## config.mk

```make
export PLATFORM = sky130hd
export DESIGN_NAME = oam_dma_ctrl
export DESIGN_NICKNAME = d
export VERILOG_FILES = /design/src/rtl/oam_dma_ctrl.sv
export SDC_FILE = /design/constraint.sdc
export NUM_CORES = 1
export LEC_CHECK = 0
export ABC_AREA = 1
export CAP_MARGIN = 20
export CORE_UTILIZATION = 44
export DETAILED_ROUTE_END_ITERATION = 10
export PLACE_DENSITY = 0.87
export SKIP_LAST_GASP = 1
export SLEW_MARGIN = 20
export SYNTH_ARGS = -nofsm -noshare
export SYNTH_HDL_FRONTEND = slang
export SYNTH_SLANG_ARGS = --single-unit
```

## constraint.sdc

```tcl
create_clock -name clk -period 1.8 [get_ports clk]
set_clock_uncertainty 0.2 [all_clocks]
set_input_delay 0.36 -clock clk [delete_from_list [all_inputs] [get_ports clk]]
set_output_delay 0.36 -clock clk [all_outputs]
set_load 0.005 [all_outputs]
```

## src/rtl/oam_dma_ctrl.sv

```systemverilog
// oam_dma_ctrl: sprite DMA initiator. Snoops CPU writes to the DMA register,
// halts the CPU and copies one 256-byte page to the OAM data port as
// alternating read/write bus cycles, with reads pinned to par=0 cycles.
module oam_dma_ctrl #(
    parameter logic [15:0] DMA_REG_ADDR  = 16'h4014,
    parameter logic [15:0] OAM_DATA_ADDR = 16'h2004,
    parameter int          XFER_LEN      = 256
) (
    input  logic        clk,
    input  logic        rst,
    input  logic [15:0] cpu_addr_i,
    input  logic        cpu_wr_i,
    input  logic [7:0]  cpu_data_i,
    input  logic [7:0]  mem_data_i,
    output logic        cpu_rdy_o,
    output logic        dma_en_o,
    output logic [15:0] dma_addr_o,
    output logic        dma_rw_o,
    output logic [7:0]  dma_data_o,
    output logic        dma_done_o
);

    // Index of the final byte; the 8-bit counter stops here, so no page carry.
    localparam logic [7:0] LAST_IDX = 8'(XFER_LEN - 1);

    typedef enum logic [2:0] {
        IDLE,
        HALT,
        ALIGN,
        READ,
        WRITE
    } state_t;

    state_t     state_q, state_d;
    logic       par_q, par_d;
    logic [7:0] page_q, page_d;
    logic [7:0] count_q, count_d;
    logic [7:0] latch_q, latch_d;
    logic       done_q, done_d;
    logic       trigger;

    assign trigger = cpu_wr_i && (cpu_addr_i == DMA_REG_ADDR);

    // State and datapath registers; reset returns everything to idle at once.
    always_ff @(posedge clk or posedge rst) begin
        if (rst) begin
            state_q <= IDLE;
            par_q   <= 1'b0;
            page_q  <= 8'h00;
            count_q <= 8'h00;
            latch_q <= 8'h00;
            done_q  <= 1'b0;
        end else begin
            state_q <= state_d;
            par_q   <= par_d;
            page_q  <= page_d;
            count_q <= count_d;
            latch_q <= latch_d;
            done_q  <= done_d;
        end
    end

    // Next-state logic: HALT picks READ directly only if the next cycle is par=0.
    always_comb begin
        state_d = state_q;
        par_d   = ~par_q;
        page_d  = page_q;
        count_d = count_q;
        latch_d = latch_q;
        done_d  = 1'b0;
        case (state_q)
            IDLE: begin
                if (trigger) begin
                    page_d  = cpu_data_i;
                    count_d = 8'h00;
                    state_d = HALT;
                end
            end
            HALT: begin
                state_d = par_q ? READ : ALIGN;
            end
            ALIGN: begin
                state_d = READ;
            end
            READ: begin
                latch_d = mem_data_i;
                state_d = WRITE;
            end
            WRITE: begin
                if (count_q == LAST_IDX) begin
                    state_d = IDLE;
                    done_d  = 1'b1;
                end else begin
                    count_d = count_q + 8'h01;
                    state_d = READ;
                end
            end
            default: begin
                state_d = IDLE;
            end
        endcase
    end

    // Bus outputs decoded from registered state only; idle values elsewhere.
    always_comb begin
        cpu_rdy_o  = (state_q == IDLE);
        dma_en_o   = 1'b0;
        dma_addr_o = 16'h0000;
        dma_rw_o   = 1'b1;
        dma_data_o = 8'h00;
        dma_done_o = done_q;
        case (state_q)
            READ: begin
                dma_en_o   = 1'b1;
                dma_addr_o = {page_q, count_q};
            end
            WRITE: begin
                dma_en_o   = 1'b1;
                dma_addr_o = OAM_DATA_ADDR;
                dma_rw_o   = 1'b0;
                dma_data_o = latch_q;
            end
            default: begin
            end
        endcase
    end

endmodule

```

==> results.sh <==
export IMPL_r2r_cells=8
export IMPL_rows=22
export IMPL_numCtsBuffers=5
export IMPL_crit_fanout=15
export IMPL_synthTopCellsByCount="54 x nand2_1, 42 x nor2_1, 30 x inv_1"
export IMPL_cts_root_buf="clkbuf_8"
export IMPL_hold_buffers=0
export IMPL_yosys_area_top_type="dfrtp_1"
export IMPL_ys_seq_area_share_pct=43.1
export IMPL_tns_ns=-2.38
export IMPL_synth_async_sr_flop_share_pct=100
export IMPL_fmax_mhz=509
export IMPL_path_cells="buf_6 > nor2_4 > buf_6 > inv_8 > nor2_1 > buf_2"
export IMPL_rsz0062_at_grt="true"
export IMPL_post_route_period_util_pct=109
export IMPL_antenna_cells=0
export IMPL_cts_htree_levels=2
export IMPL_yosysWarnings=0
export IMPL_vias=1836
export IMPL_ios=63
export IMPL_crit_buf_inv=4
export IMPL_tightest_slew_ns=0.371
export IMPL_grt_pass1_wl_um=7600
export IMPL_rrSetupSlack_ns=0
export IMPL_dr_pass1_iters=4
export IMPL_p_total_mw=1.35
export IMPL_hp_class="reg -> reg"
export IMPL_portBuffers=62
export IMPL_worst_slack_ns=-0.163
export IMPL_gp_congestion=0.854
export IMPL_drc=0
export IMPL_postRouteAntennaNets=0
export IMPL_path_delay_family="buffers and inverters"
export IMPL_status="finished, violations left"
export IMPL_nFillCells=272
export IMPL_slowest_stage="dfrtp_1"
export IMPL_cts_tree="done"
export IMPL_grt_pass1_vias=1707
export IMPL_violations="setup timing"
export IMPL_wl_per_cell_um=13.4
export IMPL_cts_buffer_depth=2
export IMPL_placed_area_um2=2450
export IMPL_crit_arrival_ns=1.40
export IMPL_place_inst=348
export IMPL_rr_endpoint="count_q[0]"
export IMPL_crit_path_end_kind="output pin"
export IMPL_finalMaxSlewViolations=0
export IMPL_syn_avg_cell_area_um2=7.42
export IMPL_cts_clk_slew_worst_paths_ns=0.06
export IMPL_holdCritStartpoint="par_q"
export IMPL_worstSetupStartpointType="flop"
export IMPL_hold_depth=1
export IMPL_drive_gt1_share_pct=34.7
export IMPL_design_area_um2=2700
export IMPL_grt_overflow_total=0
export IMPL_die_area_um2=4080
export IMPL_antenna_found_initial=0
export IMPL_required_ns=1.24
export IMPL_place_ws_ns=-0.130
export IMPL_synth_ff_type="dfrtp_1"
export IMPL_ys_types=23
export IMPL_cap_violations=0
export IMPL_dieHeight_um=63.9
export IMPL_ir_drop_mv=0.273
export IMPL_setup_viol=27
export IMPL_drtIter0Drc=76
export IMPL_initial_core_util_pct=46.0
export IMPL_finalHoldViolCount=0
export IMPL_synthToLayoutAreaGrowth_pct=60.3
export IMPL_nets=359
export IMPL_syn_nets=263
export IMPL_synth_area_leaders="dfrtp_1 43%, nand2_1 12%, nor2_1 9.4%"
export IMPL_synth_edf_count=0
export IMPL_max_stage_delay_ns=0.41
export IMPL_critPathKind="reg -> out"
export IMPL_insertion_delay_ns=0.28
export IMPL_ys_seq_elements=29
export IMPL_wl_um=4980
export IMPL_grt_max_degree=30
export IMPL_p_leak_nw=1.34
export IMPL_fin_util_pct=73.8
export IMPL_timing_rr_start="state_q[0]"
export IMPL_dp_hpwl_um=3060
export IMPL_synthCells=227
export IMPL_grtUsageTotal_pct=24.6
export IMPL_synth_top_cell_area_share_pct=43.1
export IMPL_powerDensity_nw_per_um2=499
export IMPL_cts_num_sinks=29
export IMPL_min_to="par_q"
export IMPL_fin_cells=371
export IMPL_routed_via_density=4.95
export IMPL_fin_crit_ns=1.96
export IMPL_crit_top_cell="buf_6"
export IMPL_yosysMostFrequentCell="nand2_1"
export IMPL_coreArea_um2=3660
export IMPL_syn_area_um2=1690
export IMPL_die_w_um=63.9
export IMPL_hold_slack_ns=0.234
export IMPL_slew_headroom_pct=75.3
## final cells by class
type,instances,area (um^2),area share (%)
Sequential cell,29,728,27.0
Clock buffer,7,86.3,3.20
Tap cell,48,60.1,2.22
Timing Repair Buffer,93,764,28.3
Multi-Input combinational cell,160,920,34.0
Inverter,34,143,5.28
## worst max-delay path by stage
stage | from | to | slack (ns) | cells past startpoint
CTS | state_q[0] | dma_addr_o[13] | -0.15 | 8
global placement | state_q[0] | dma_addr_o[8] | -0.09 | 5
finish | state_q[2] | dma_addr_o[6] | -0.16 | 6
global route | state_q[2] | dma_addr_o[6] | -0.20 | 6
detailed placement | state_q[0] | dma_addr_o[14] | -0.13 | 5
floorplan | state_q[0] | dma_addr_o[2] | 0.25 | 6
## state kept, by name (all words and copies together), names as in the netlist
| signal | cells |
|---|---|
| latch_q | 8 |
| par_q | 1 |
| count_q | 8 |
| page_q | 8 |
| state_q | 3 |
| dma_done_o | 1 |
## power by group
| group | switching (mW) | leakage (nW) | total, mW | internal (mW) |
|---|---|---|---|---|
| combinational | 0.0516 | 0.944 | 0.139 | 0.0869 |
| sequential | 0.00241 | 0.352 | 0.663 | 0.661 |
| clock | 0.242 | 0.0443 | 0.545 | 0.303 |
## metal layers
layer  global-route usage, %  part of all wire (%)
met1                    27.0                    38
met2                    44.7                    53
met3                    5.71                   5.3
met4                    10.8                   3.3
met5                       0                     0
## cell families after synthesis
family | count (synthesis) | share of synthesized area [%]
simple gates | 143 | 41.6
buf+inv | 39 | 9.95
flops | 29 | 43.1
compound gates | 15 | 4.60
fa+ha+maj | 1 | 0.742
## placed cells by master (no fill, tap or decap), types with 10 or more instances in the layout
cell type         n
nand2_1          49
clkdlybuf4s50_1  35
inv_1            30
nor2_1           28
dfrtp_1          27
buf_2            26
buf_4            21
nand3_1          14
nor2_2           13
nor2_4           10
## repair_timing
action | CTS | global route
endpoints found under the hold margin | 0 | 0
gates resized for setup | 121 | 32
setup buffers | 13 | 5
endpoints found under the setup margin | 27 | 35
cloned | 1 | 0
pin swaps | 11 | 11
(Power assumes the default switching activity.)
